$ cat src/rtl/run_host.sv
// Host-side launcher for the TopLevel core: clears data memory, preloads the
// program's input bytes while the core is parked (Start=1), launches it with a
// falling edge on Start, waits for Ack, then streams the result bytes out of
// data memory on a valid/ready interface.
module run_host #(
  parameter int AW        = 8,
  parameter int LOAD_BASE = 128,
  parameter int LOAD_LEN  = 8,
  parameter int RES_BASE  = 5,
  parameter int RES_LEN   = 4,
  parameter int TIMEOUT   = 65535
) (
  input  logic          Clk,
  input  logic          Reset,
  input  logic          Go,
  input  logic [7:0]    InData,
  input  logic          InValid,
  output logic          InReady,
  output logic          Start,
  input  logic          Ack,
  output logic [AW-1:0] DmAddr,
  output logic          DmWrEn,
  output logic [7:0]    DmWrData,
  input  logic [7:0]    DmRdData,
  output logic [7:0]    OutData,
  output logic          OutValid,
  input  logic          OutReady,
  output logic          Busy,
  output logic          Done,
  output logic          Err
);

  localparam int LW = $clog2(LOAD_LEN + 1);
  localparam int RW = $clog2(RES_LEN + 1);
  localparam int TW = $clog2(TIMEOUT + 1);

  localparam logic [AW-1:0] LOAD_BASE_A = AW'(LOAD_BASE);
  localparam logic [AW-1:0] RES_BASE_A  = AW'(RES_BASE);
  localparam logic [LW-1:0] LOAD_LAST   = LW'(LOAD_LEN - 1);
  localparam logic [RW-1:0] RES_LAST    = RW'(RES_LEN - 1);
  localparam logic [TW-1:0] WAIT_LAST   = TW'(TIMEOUT - 1);

  typedef enum logic [2:0] {
    IDLE, CLEAR, LOAD, LAUNCH, WAIT, READ, DONE, ERR
  } state_t;

  state_t        state;
  logic [AW-1:0] addr_q;    // clear sweep address, then result read address
  logic [LW-1:0] load_cnt;  // input bytes accepted so far
  logic [RW-1:0] res_cnt;   // result bytes handed off so far
  logic [TW-1:0] wait_cnt;  // WAIT cycles spent without Ack

  logic load_fire;

  assign load_fire = (state == LOAD) && InValid && InReady;

  // Write port: clear sweep from the address register, load writes follow the
  // input handshake combinationally so a byte lands in the cycle it is accepted.
  // NOTE: plain continuous assigns give every output a value in every state, so no latch can appear.
  assign DmWrEn   = (state == CLEAR) || load_fire;
  assign DmAddr   = (state == LOAD) ? LOAD_BASE_A + AW'(load_cnt) : addr_q;
  assign DmWrData = load_fire ? InData : 8'h00;

  // Sequence controller with registered handshake and status outputs.
  always_ff @(posedge Clk) begin
    // NOTE: reset is synchronous, so it is tested inside the edge-triggered body, not in the sensitivity list.
    if (!Reset) begin
      state    <= IDLE;
      addr_q   <= '0;
      load_cnt <= '0;
      res_cnt  <= '0;
      wait_cnt <= '0;
      Start    <= 1'b1;
      InReady  <= 1'b0;
      OutValid <= 1'b0;
      OutData  <= 8'h00;
      Busy     <= 1'b0;
      Done     <= 1'b0;
      Err      <= 1'b0;
    end else begin
      // NOTE: non-blocking assignments make every register here see pre-edge values, independent of statement order.
      case (state)
        IDLE, DONE, ERR: begin
          if (Go) begin
            state  <= CLEAR;
            addr_q <= '0;
            Busy   <= 1'b1;
            Done   <= 1'b0;
            Err    <= 1'b0;
          end
        end

        CLEAR: begin
          addr_q <= addr_q + 1'b1;
          if (addr_q == '1) begin
            state    <= LOAD;
            InReady  <= 1'b1;
            load_cnt <= '0;
          end
        end

        LOAD: begin
          if (load_fire) begin
            load_cnt <= load_cnt + 1'b1;
            if (load_cnt == LOAD_LAST) begin
              state   <= LAUNCH;
              InReady <= 1'b0;
              Start   <= 1'b0;
            end
          end
        end

        LAUNCH: begin
          state    <= WAIT;
          wait_cnt <= '0;
        end

        WAIT: begin
          if (Ack) begin
            state    <= READ;
            addr_q   <= RES_BASE_A;
            res_cnt  <= '0;
            wait_cnt <= '0;
          end else if (wait_cnt == WAIT_LAST) begin
            state    <= ERR;
            Start    <= 1'b1;
            Busy     <= 1'b0;
            Err      <= 1'b1;
            wait_cnt <= '0;
          end else begin
            wait_cnt <= wait_cnt + 1'b1;
          end
        end

        READ: begin
          // OutValid low marks the address cycle; high marks the hold-until-ready cycle.
          if (!OutValid) begin
            OutData  <= DmRdData;
            OutValid <= 1'b1;
          end else if (OutReady) begin
            OutValid <= 1'b0;
            if (res_cnt == RES_LAST) begin
              state   <= DONE;
              Start   <= 1'b1;
              Busy    <= 1'b0;
              Done    <= 1'b1;
              addr_q  <= '0;
              res_cnt <= '0;
            end else begin
              res_cnt <= res_cnt + 1'b1;
              addr_q  <= addr_q + 1'b1;
            end
          end
        end

        default: state <= IDLE;
      endcase
    end
  end

endmodule

$ cat config.mk
export PLATFORM = sky130hd
export DESIGN_NAME = run_host
export DESIGN_NICKNAME = d
export VERILOG_FILES = /design/src/rtl/run_host.sv
export SDC_FILE = /design/constraint.sdc
export NUM_CORES = 1
export LEC_CHECK = 0
export CAP_MARGIN = 25
export CORE_MARGIN = 3
export CORE_UTILIZATION = 45
export CTS_CLUSTER_SIZE = 12
export DETAILED_ROUTE_END_ITERATION = 10
export GPL_TIMING_DRIVEN = 0
export HOLD_SLACK_MARGIN = 0.03
export PLACE_DENSITY = 0.71
export SYNTH_ARGS = -nofsm -noshare
export SYNTH_HDL_FRONTEND = slang
export SYNTH_SLANG_ARGS = --single-unit
$ cat constraint.sdc
create_clock -name Clk -period 3 [get_ports Clk]
set_clock_uncertainty 0.15 [all_clocks]
set_input_delay 0.9 -clock Clk [delete_from_list [all_inputs] [get_ports Clk]]
set_output_delay 0.9 -clock Clk [all_outputs]
set_load 0.01 [all_outputs]
; ---- Word level (Yosys, flattened, before mapping)
; Cells that the tools add are included.
; W data, S select, Z words.
[totals]
ff_bits = 48
input_bits = 22
output_inout_bits = 31
word_cells = 114
[op_classes]
n_addsub = 5
eq_ne = 22
muxes = 51
bitwise_logic = 1
n_reduce_logical = 23
[ops]
columns = cell, count
row1 = $mux W8, 7
row2 = $mux W3, 13
row3 = $mux W16, 2
row4 = $pmux W16 S2, 1
row5 = $pmux W8 S4, 1
row6 = $pmux W3 S6, 1
row7 = $mux W1, 17
row8 = $add A16 B1 Y16 const B, 1
row9 = $eq A16 B16 Y1 const B, 1
row10 = $ne A2 B2 Y1 const B, 8
row11 = $reduce_and A8 Y1, 2
row12 = $eq A3 B3 Y1 const B, 4
row13 = $reduce_and A4 Y1, 3
row14 = $reduce_and A5 Y1, 2
row15 = $reduce_bool A2 Y1, 5
row16 = $eq A3 B2 Y1 const B, 3
row17 = $add A8 B1 Y8 const B, 1
row18 = $add A8 B4 Y8 const A, 1
row19 = $eq A8 B8 Y1 const B, 1
row20 = $mux W4, 2
row21 = $pmux W4 S2, 1
row22 = $reduce_and A7 Y1, 1
row23 = $pmux W1 S2, 3
row24 = $pmux W1 S3, 2
row25 = 16 further kinds, 19

; ---- Depth between registers and ports, before layout
; Gate-level depths: netlist of run 1.
[logic_depth]
word_depth = 5
ltp_mapped = 8
ltp_nobuf = 7

; ---- Worst setup path before layout of run 1
; OpenSTA, ideal clock, no wires.
[synth_timing]
kind = input to output
from = input InValid
to = output DmWrData[0]
arrival_ns = 1.498
t_required_ns = 1.950
setup_slack_ns = 0.452
stages = 3
path_buffers = 1
path_cell_list = and3_1 clkbuf_1 and2_1
[synth_between]
elab_chain_cells = 3
[synth_rtl]
columns = item, line_no
row1 = start: declaration, 17  ; input logic InValid,
row2 = $logic_and A1 B1 Y1 (2 in a row), 55  ; assign load_fire = (state == LOAD) && InValid && InReady;
row3 = $mux W8, 62  ; assign DmWrData = load_fire ? InData : 8'h00;
row4 = end: declaration, 23  ; output logic [7:0] DmWrData,
; No other way between the ends.

; ---- Final worst setup path of run 1
[layout_timing]
from = register state[0]
to = output DmAddr[3]
[layout_between]
elab_chain_cells = 2
[layout_rtl]
columns = item, line_no
row1 = start: declaration, 47  ; state_t state;
row2 = start signal: assignment, 68  ; state <= IDLE;
row3 = start signal: assignment, 85  ; state <= CLEAR;
row4 = start signal: assignment, 96  ; state <= LOAD;
row5 = $eq A3 B2 Y1, 61  ; assign DmAddr = (state == LOAD) ? LOAD_BASE_A + AW'(load_cnt) : addr_q;
row6 = $mux W8, 61
row7 = end: declaration, 21  ; output logic [AW-1:0] DmAddr,
; No other way between the ends.

==> results.ini, run 1 <==
[route]
drt_iter0_markers = 173
firstDrtPassIters = 4
viasPerCell = 5.58
num_vias = 2646
drc = 0
wl_um = 7210
wl_per_cell_um = 15.2
antenna_left = 0

[logic_synthesis]
async_flop_share_pct = 0
syn_area_per_cell_um2 = 8.06
yosysMostFrequentCell = dfxtp_1
synth_edf_count = 0
synth.area.top_cells = dfxtp_1 (35%), nand2_1 (5.4%), a21oi_1 (5.0%)
netlist.top_cell.by_area = dfxtp_1
syn_nets = 366
yosys.area.top_type_share_pct = 35.4
yosysSeqAreaShare_pct = 35.4
yosysWarnings = 0
synth-seq-cells = 48
ys.flop_type = dfxtp_1
synth_cells = 337
synthTopCellsByCount = dfxtp_1 (48), nand2_1 (39), nor2_1 (28), a21oi_1 (27), nand3_1 (21)
synthesis.area_mm2 = 0.00272
synthDistinctLibCells = 56

[place]
placed_cell_area_mm2 = 0.00333
globalplace.congestion = 0.868
io_buffers = 52
dp_hpwl_um = 5330

[floorplanning]
die_width_um = 83.7
rows = 27
die_area_mm2 = 0.00701
core_area_mm2 = 0.00568
io_pins = 53
initial_utilization_pct = 47.9
dieHeight_um = 83.7

[clocking]
cts_tree = done
cts.sink_count = 48
cts_buffers = 5
clk_path_buf_depth = 2
insertion_delay_ps = 300
clk_pin_slew_worst_paths_ps = 90
htreeDepth = 2
root_buffer = clkbuf_8

[grt]
overflow = 0
grt_pass1_wl_um = 12100
antenna_found_initial = 0
grt_usage_pct = 20.9
grt_pass1_vias = 2397
grt_max_degree = 14

[cells_and_area]
fin_nets = 430
multiInputGateArea_mm2 = 0.00165
n_antenna_cell = 0
stdcell_area_mm2 = 0.00349
regArea_um2 = 962
drive_gt1_share_pct = 11.2
area_growth_pct = 28.5
final.fill_count = 509

[sta]
timing.final.crit_share_pct = 98.1
maxSlewHeadroom_pct = 52.6
finalCriticalPeriod_ps = 2940
final_hold_viol_count = 0
setup_viol = 0
tightest_slew_ps = 704
drv_slew = 0
fmax_mhz = 340
timing.setup.tns_ps = 0

[critical_path]
crit_path_top_delay_cell = mux2_2
cp_cell_sequence = buf_4 > nor3b_4 > clkbuf_8 > buf_4 > mux2_2 > dlygate4sd2_1
cpMostUsedCell = buf_4
critical-path-top-delay-family = buffers and inverters
path_buf_inv = 4
cp.arrival_ps = 1890
required_ps = 1950
critPathKind = register to output pin
crit_fanout = 8
cp_slowest_stage_delay_ps = 330
crit_path_end_kind = output pin
cp-start-kind = register

[power_and_ir_drop]
power_density_mw_per_mm2 = 502
combPwrFrac_pct = 37.4
p_leak_nw = 1.31
ir_worst_vdd_v = 0.000385
seq_power_share_pct = 39.6
p_int_mw = 1.14
swShare_pct = 34.9
p_sw_uw = 612
clkPwrFrac_pct = 23.0
p_total_mw = 1.75

[outcome]
status = completed

[run]
drv_cap = 0

[worst_hold_path]
min_path_type = register to register

layer usage:
metal | wire (µm) | GRT usage, %
met5 | 0 | 0
met4 | 80 | 4.53
met3 | 301 | 3.65
met2 | 3400 | 32.5
met1 | 3430 | 30.2
power by group through the flow:
stage | Sequential (mW) | Clock, mW | Combinational [mW]
6_report | 0.695 | 0.403 | 0.656
5_1_grt | 0.697 | 0.435 | 0.718
4_1_cts | 0.691 | 0.411 | 0.630
3_5_place_dp | 0.706 | 0 | 0.595
3_3_place_gp | 0.705 | 0 | 0.588
2_1_floorplan | 0.702 | 0 | 0.413
per-stage QoR:
| step | cells | util (%) | worst slack (ps) | hold slack (ps) |
|---|---|---|---|---|
| after floorplan | 337 | - | 452 | 286 |
| after global placement | 461 | 58.6 | -666 | 295 |
| after detailed placement | 461 | 58.6 | -677 | 301 |
| after CTS | 472 | 61.2 | 0.160 | 317 |
| after global routing | 474 | 61.5 | -18.5 | 334 |
| final | 474 | 61.5 | 56.5 | 312 |
state kept, by name, indices dropped and copies added, names as in the netlist:
signal and flops:
wait_cnt 16, OutData 8, addr_q 8, load_cnt 4
res_cnt 3, state 3, Busy 1, Done 1
Err 1, InReady 1, OutValid 1, Start 1
path summary, 6_finish.rpt:
kind               start         to  slack, ps  cells past startpoint
min                  Err        Err        310                      2
max reg2reg  wait_cnt[0]   state[0]        870                      8
max             state[0]  DmAddr[3]         60                      6
min reg2reg          Err        Err        310                      2
layout make-up:
type | count | share of cell area (%)
tap | 72 | 2.58
inverter | 10 | 1.07
multi-input combinational | 260 | 47.1
clock buffer | 8 | 2.58
timing repair buffer | 58 | 16.2
sequential | 48 | 27.6
buffer | 18 | 2.90
tightest hold or removal path: cells and delay by family, from the launching register on:
family	cells	cell delay [ps]
flip-flops	1	320
AND/OR/NAND/NOR	1	50
AO/OA/AOI/OAI	1	50
cells in the final DEF, fill, tap and decap left out, types with 3 or more instances in the layout:
cell type        count
dfxtp_1             47
nand2_1             39
clkdlybuf4s50_1     37
nor2_1              28
a21oi_1             27
nand3_1             21
o21ai_0             13
and2_1              11
inv_1               10
nor3_1              10
clkbuf_1             9
mux2i_1              9
buf_4                8
clkbuf_8             7
ha_1                 7
dlygate4sd2_1        7
buf_2                6
nand4_1              6
a311oi_1             6
or3_1                6
nor2b_1              5
nand2b_1             5
and3_1               5
a41oi_1              5
clkdlybuf4s15_2      5
mux2_2               4
o211a_1              4
xnor2_1              4
a31oi_1              3
nor3b_1              3
o22ai_1              3
cell families after synthesis:
family          count (synthesis)  synth area share, %
mux                            13                 4.97
compound gates                 79                 19.6
fa+ha+maj                       7                 3.22
flops                          48                 35.4
buf+inv                        29                 4.70
simple gates                  157                 30.8
xor+xnor                        4                 1.29
what timing repair did:
item	CTS	global route
pin swaps	1	1
hold buffers	0	0
setup endpoints to repair	17	2
gates resized for setup	34	5
buffers inserted	4	2
Note: power is estimated with default switching activity, not from simulation.
==> inputs of run 2 (changes only) <==
CTS_BUF_LIST = sky130_fd_sc_hd__clkbuf_16   (was not set)
clock period = 3.3 ns   (was 3 ns; I/O delays follow)
==> run 2 against run 1 <==
Compared with the run above:
- sequential share of layout area is 0.065 points lower
- register-to-register slack better by 260 ps
- power fell by 4.1%
- sequential power fell by 9.4%
- first-iteration DRC count grew 4.6%
- largest cell class unchanged
- largest power group unchanged
==> results.ini, run 2 (synthesis results as in run 1) <==
[outcome]
status = completed  ; unchanged

[power_and_ir_drop]
seq_power_share_pct = 37.5  ; was 39.6%
clkPwrFrac_pct = 28.6  ; was 23.0%
p_total_mw = 1.68  ; was 1.75 mW
power_density_mw_per_mm2 = 481  ; was 502 mW/mm²
swShare_pct = 33.5  ; was 34.9%
ir_worst_vdd_v = 0.000360  ; was 0.000385 V
p_int_mw = 1.12  ; was 1.14 mW
combPwrFrac_pct = 34.0  ; was 37.4%
p_sw_uw = 563  ; was 612 µW
p_leak_nw = 1.29  ; was 1.31 nW

[floorplanning]
core_area_mm2 = 0.00568  ; unchanged
dieHeight_um = 83.7  ; unchanged
die_width_um = 83.7  ; unchanged
die_area_mm2 = 0.00701  ; unchanged
initial_utilization_pct = 47.9  ; unchanged
rows = 27  ; unchanged
io_pins = 53  ; unchanged

[route]
wl_um = 7270  ; was 7210 µm
antenna_left = 0  ; unchanged
viasPerCell = 5.67  ; was 5.58
drt_iter0_markers = 181  ; was 173
firstDrtPassIters = 4  ; unchanged
num_vias = 2663  ; was 2646
drc = 0  ; unchanged
wl_per_cell_um = 15.5  ; was 15.2 µm

[grt]
overflow = 0  ; unchanged
grt_pass1_vias = 2428  ; was 2397
antenna_found_initial = 0  ; unchanged
grt_max_degree = 14  ; unchanged
grt_pass1_wl_um = 12200  ; was 12100 µm
grt_usage_pct = 21.1  ; was 20.9%

[sta]
final_hold_viol_count = 0  ; unchanged
maxSlewHeadroom_pct = 51.6  ; was 52.6%
fin_ws_ps = 30.9  ; was 56.5 ps
fmax_mhz = 306
timing.final.crit_share_pct = 99.1
tightest_slew_ps = 719  ; was 704 ps
timing.setup.tns_ps = 0  ; unchanged
drv_slew = 0  ; unchanged
rsz0062_at_grt = false
finalCriticalPeriod_ps = 3270
setup_viol = 0  ; unchanged

[place]
globalplace.congestion = 0.868  ; unchanged
place_inst = 461  ; unchanged
io_buffers = 52  ; unchanged
post-place-ws_ps = -557  ; was -677 ps
dp_hpwl_um = 5330  ; unchanged

[cells_and_area]
largestRegisters = wait_cnt: 16 flops, OutData: 8 flops, addr_q: 8 flops  ; unchanged
final_common_cell = dfxtp_1  ; unchanged
max_flop_register = wait_cnt  ; unchanged
fin_nets = 426  ; was 430
drive_gt1_share_pct = 8.54  ; was 11.2%
final_cell_mix = dfxtp_1 (48), clkdlybuf4s50_1 (43), nand2_1 (39), nor2_1 (28), a21oi_1 (27)  ; was dfxtp_1 (47), nand2_1 (39), clkdlybuf4s50_1 (37), nor2_1 (28), a21oi_1 (27)
final_cells = 470  ; was 474
area_growth_pct = 28.6  ; was 28.5%
largest_reg_flops = 16  ; unchanged
n_antenna_cell = 0  ; unchanged

[critical_path]
required_ps = 2160  ; was 1950 ps
cp-start-kind = input port  ; was register
crit_path_end_kind = output pin  ; unchanged
cp.arrival_ps = 2130  ; was 1890 ps
critPathKind = input port to output pin  ; was register to output pin
startpoint = InValid  ; was state[0]
crit_fanout = 9  ; was 8
r2r-start = wait_cnt[0]  ; unchanged

[clocking]
cts_tree = done  ; unchanged
cts.sink_count = 48  ; unchanged
cts_buffers = 5  ; unchanged
root_buffer = clkbuf_16  ; was clkbuf_8
htreeDepth = 2  ; unchanged
clk_pin_slew_worst_paths_ps = 60  ; was 90 ps
clk_path_buf_depth = 2  ; unchanged
postCtsHoldBufs = 0  ; unchanged
insertion_delay_ps = 280  ; was 300 ps

[worst_hold_path]
hold_start = Err  ; unchanged
min_path_type = register to register  ; unchanged

[run]
drv_cap = 0  ; unchanged

[run 2: cell type report]
class / instances / area (µm²)
clock buffers: 5 / 125
plain buffers: 18 / 96.3
flip-flops and latches: 48 / 961
inverters: 10 / 37.5
multi-input cells: 260 / 1650
fillers: 512 / 2180
well taps: 72 / 90.1
repair buffers: 54 / 529
clock inverters: 3 / 11.3
[run 2: path summary, 6_finish.rpt]
check / cells past startpoint / end / slack [ps]
worst max-delay path: 4 / DmWrData[4] / 30
worst min-delay path: 2 / Err / 310
worst max register to register: 8 / wait_cnt[11] / 1130
worst min register to register: 2 / Err / 310
[run 2: metal layers]
layer,global-route usage [%],wire (µm),vias to the layer above
met5,0,0,-
met4,5.85,104,0
met3,2.76,278,9
met2,32.7,3380,62
met1,30.7,3510,1239
li1,-,-,1353
[run 2: repair_timing]
item                                   4_1_cts  5_1_grt
endpoints found under the hold margin        0        0
pin swaps                                    0        2
resized for setup                           16        4
setup buffers                                1        1
setup endpoints to repair                   17        6
[run 2: critical path, cell delays in order]
cell and delay (ps):
clkdlybuf4s50_1 500, and3_4 240, and2_1 130, dlygate4sd2_1 270
[run 2: per-stage QoR]
stage	hold slack [ps]	cell area [µm²]	utilization [%]
4_1_cts	314	3480	61.4
6_report	309	3500	61.6
3_3_place_gp	295	3330	58.6
3_5_place_dp	301	3330	58.6
2_1_floorplan	286	2720	-
5_1_grt	331	3500	61.6
[run 2: power by group through the flow]
| stage | clock (mW) | sequential, mW | combinational [mW] |
|---|---|---|---|
| 3_3_place_gp | 0 | 0.641 | 0.535 |
| 6_report | 0.480 | 0.630 | 0.571 |
| 3_5_place_dp | 0 | 0.642 | 0.540 |
| 2_1_floorplan | 0 | 0.638 | 0.376 |
| 4_1_cts | 0.491 | 0.629 | 0.558 |
| 5_1_grt | 0.510 | 0.632 | 0.625 |
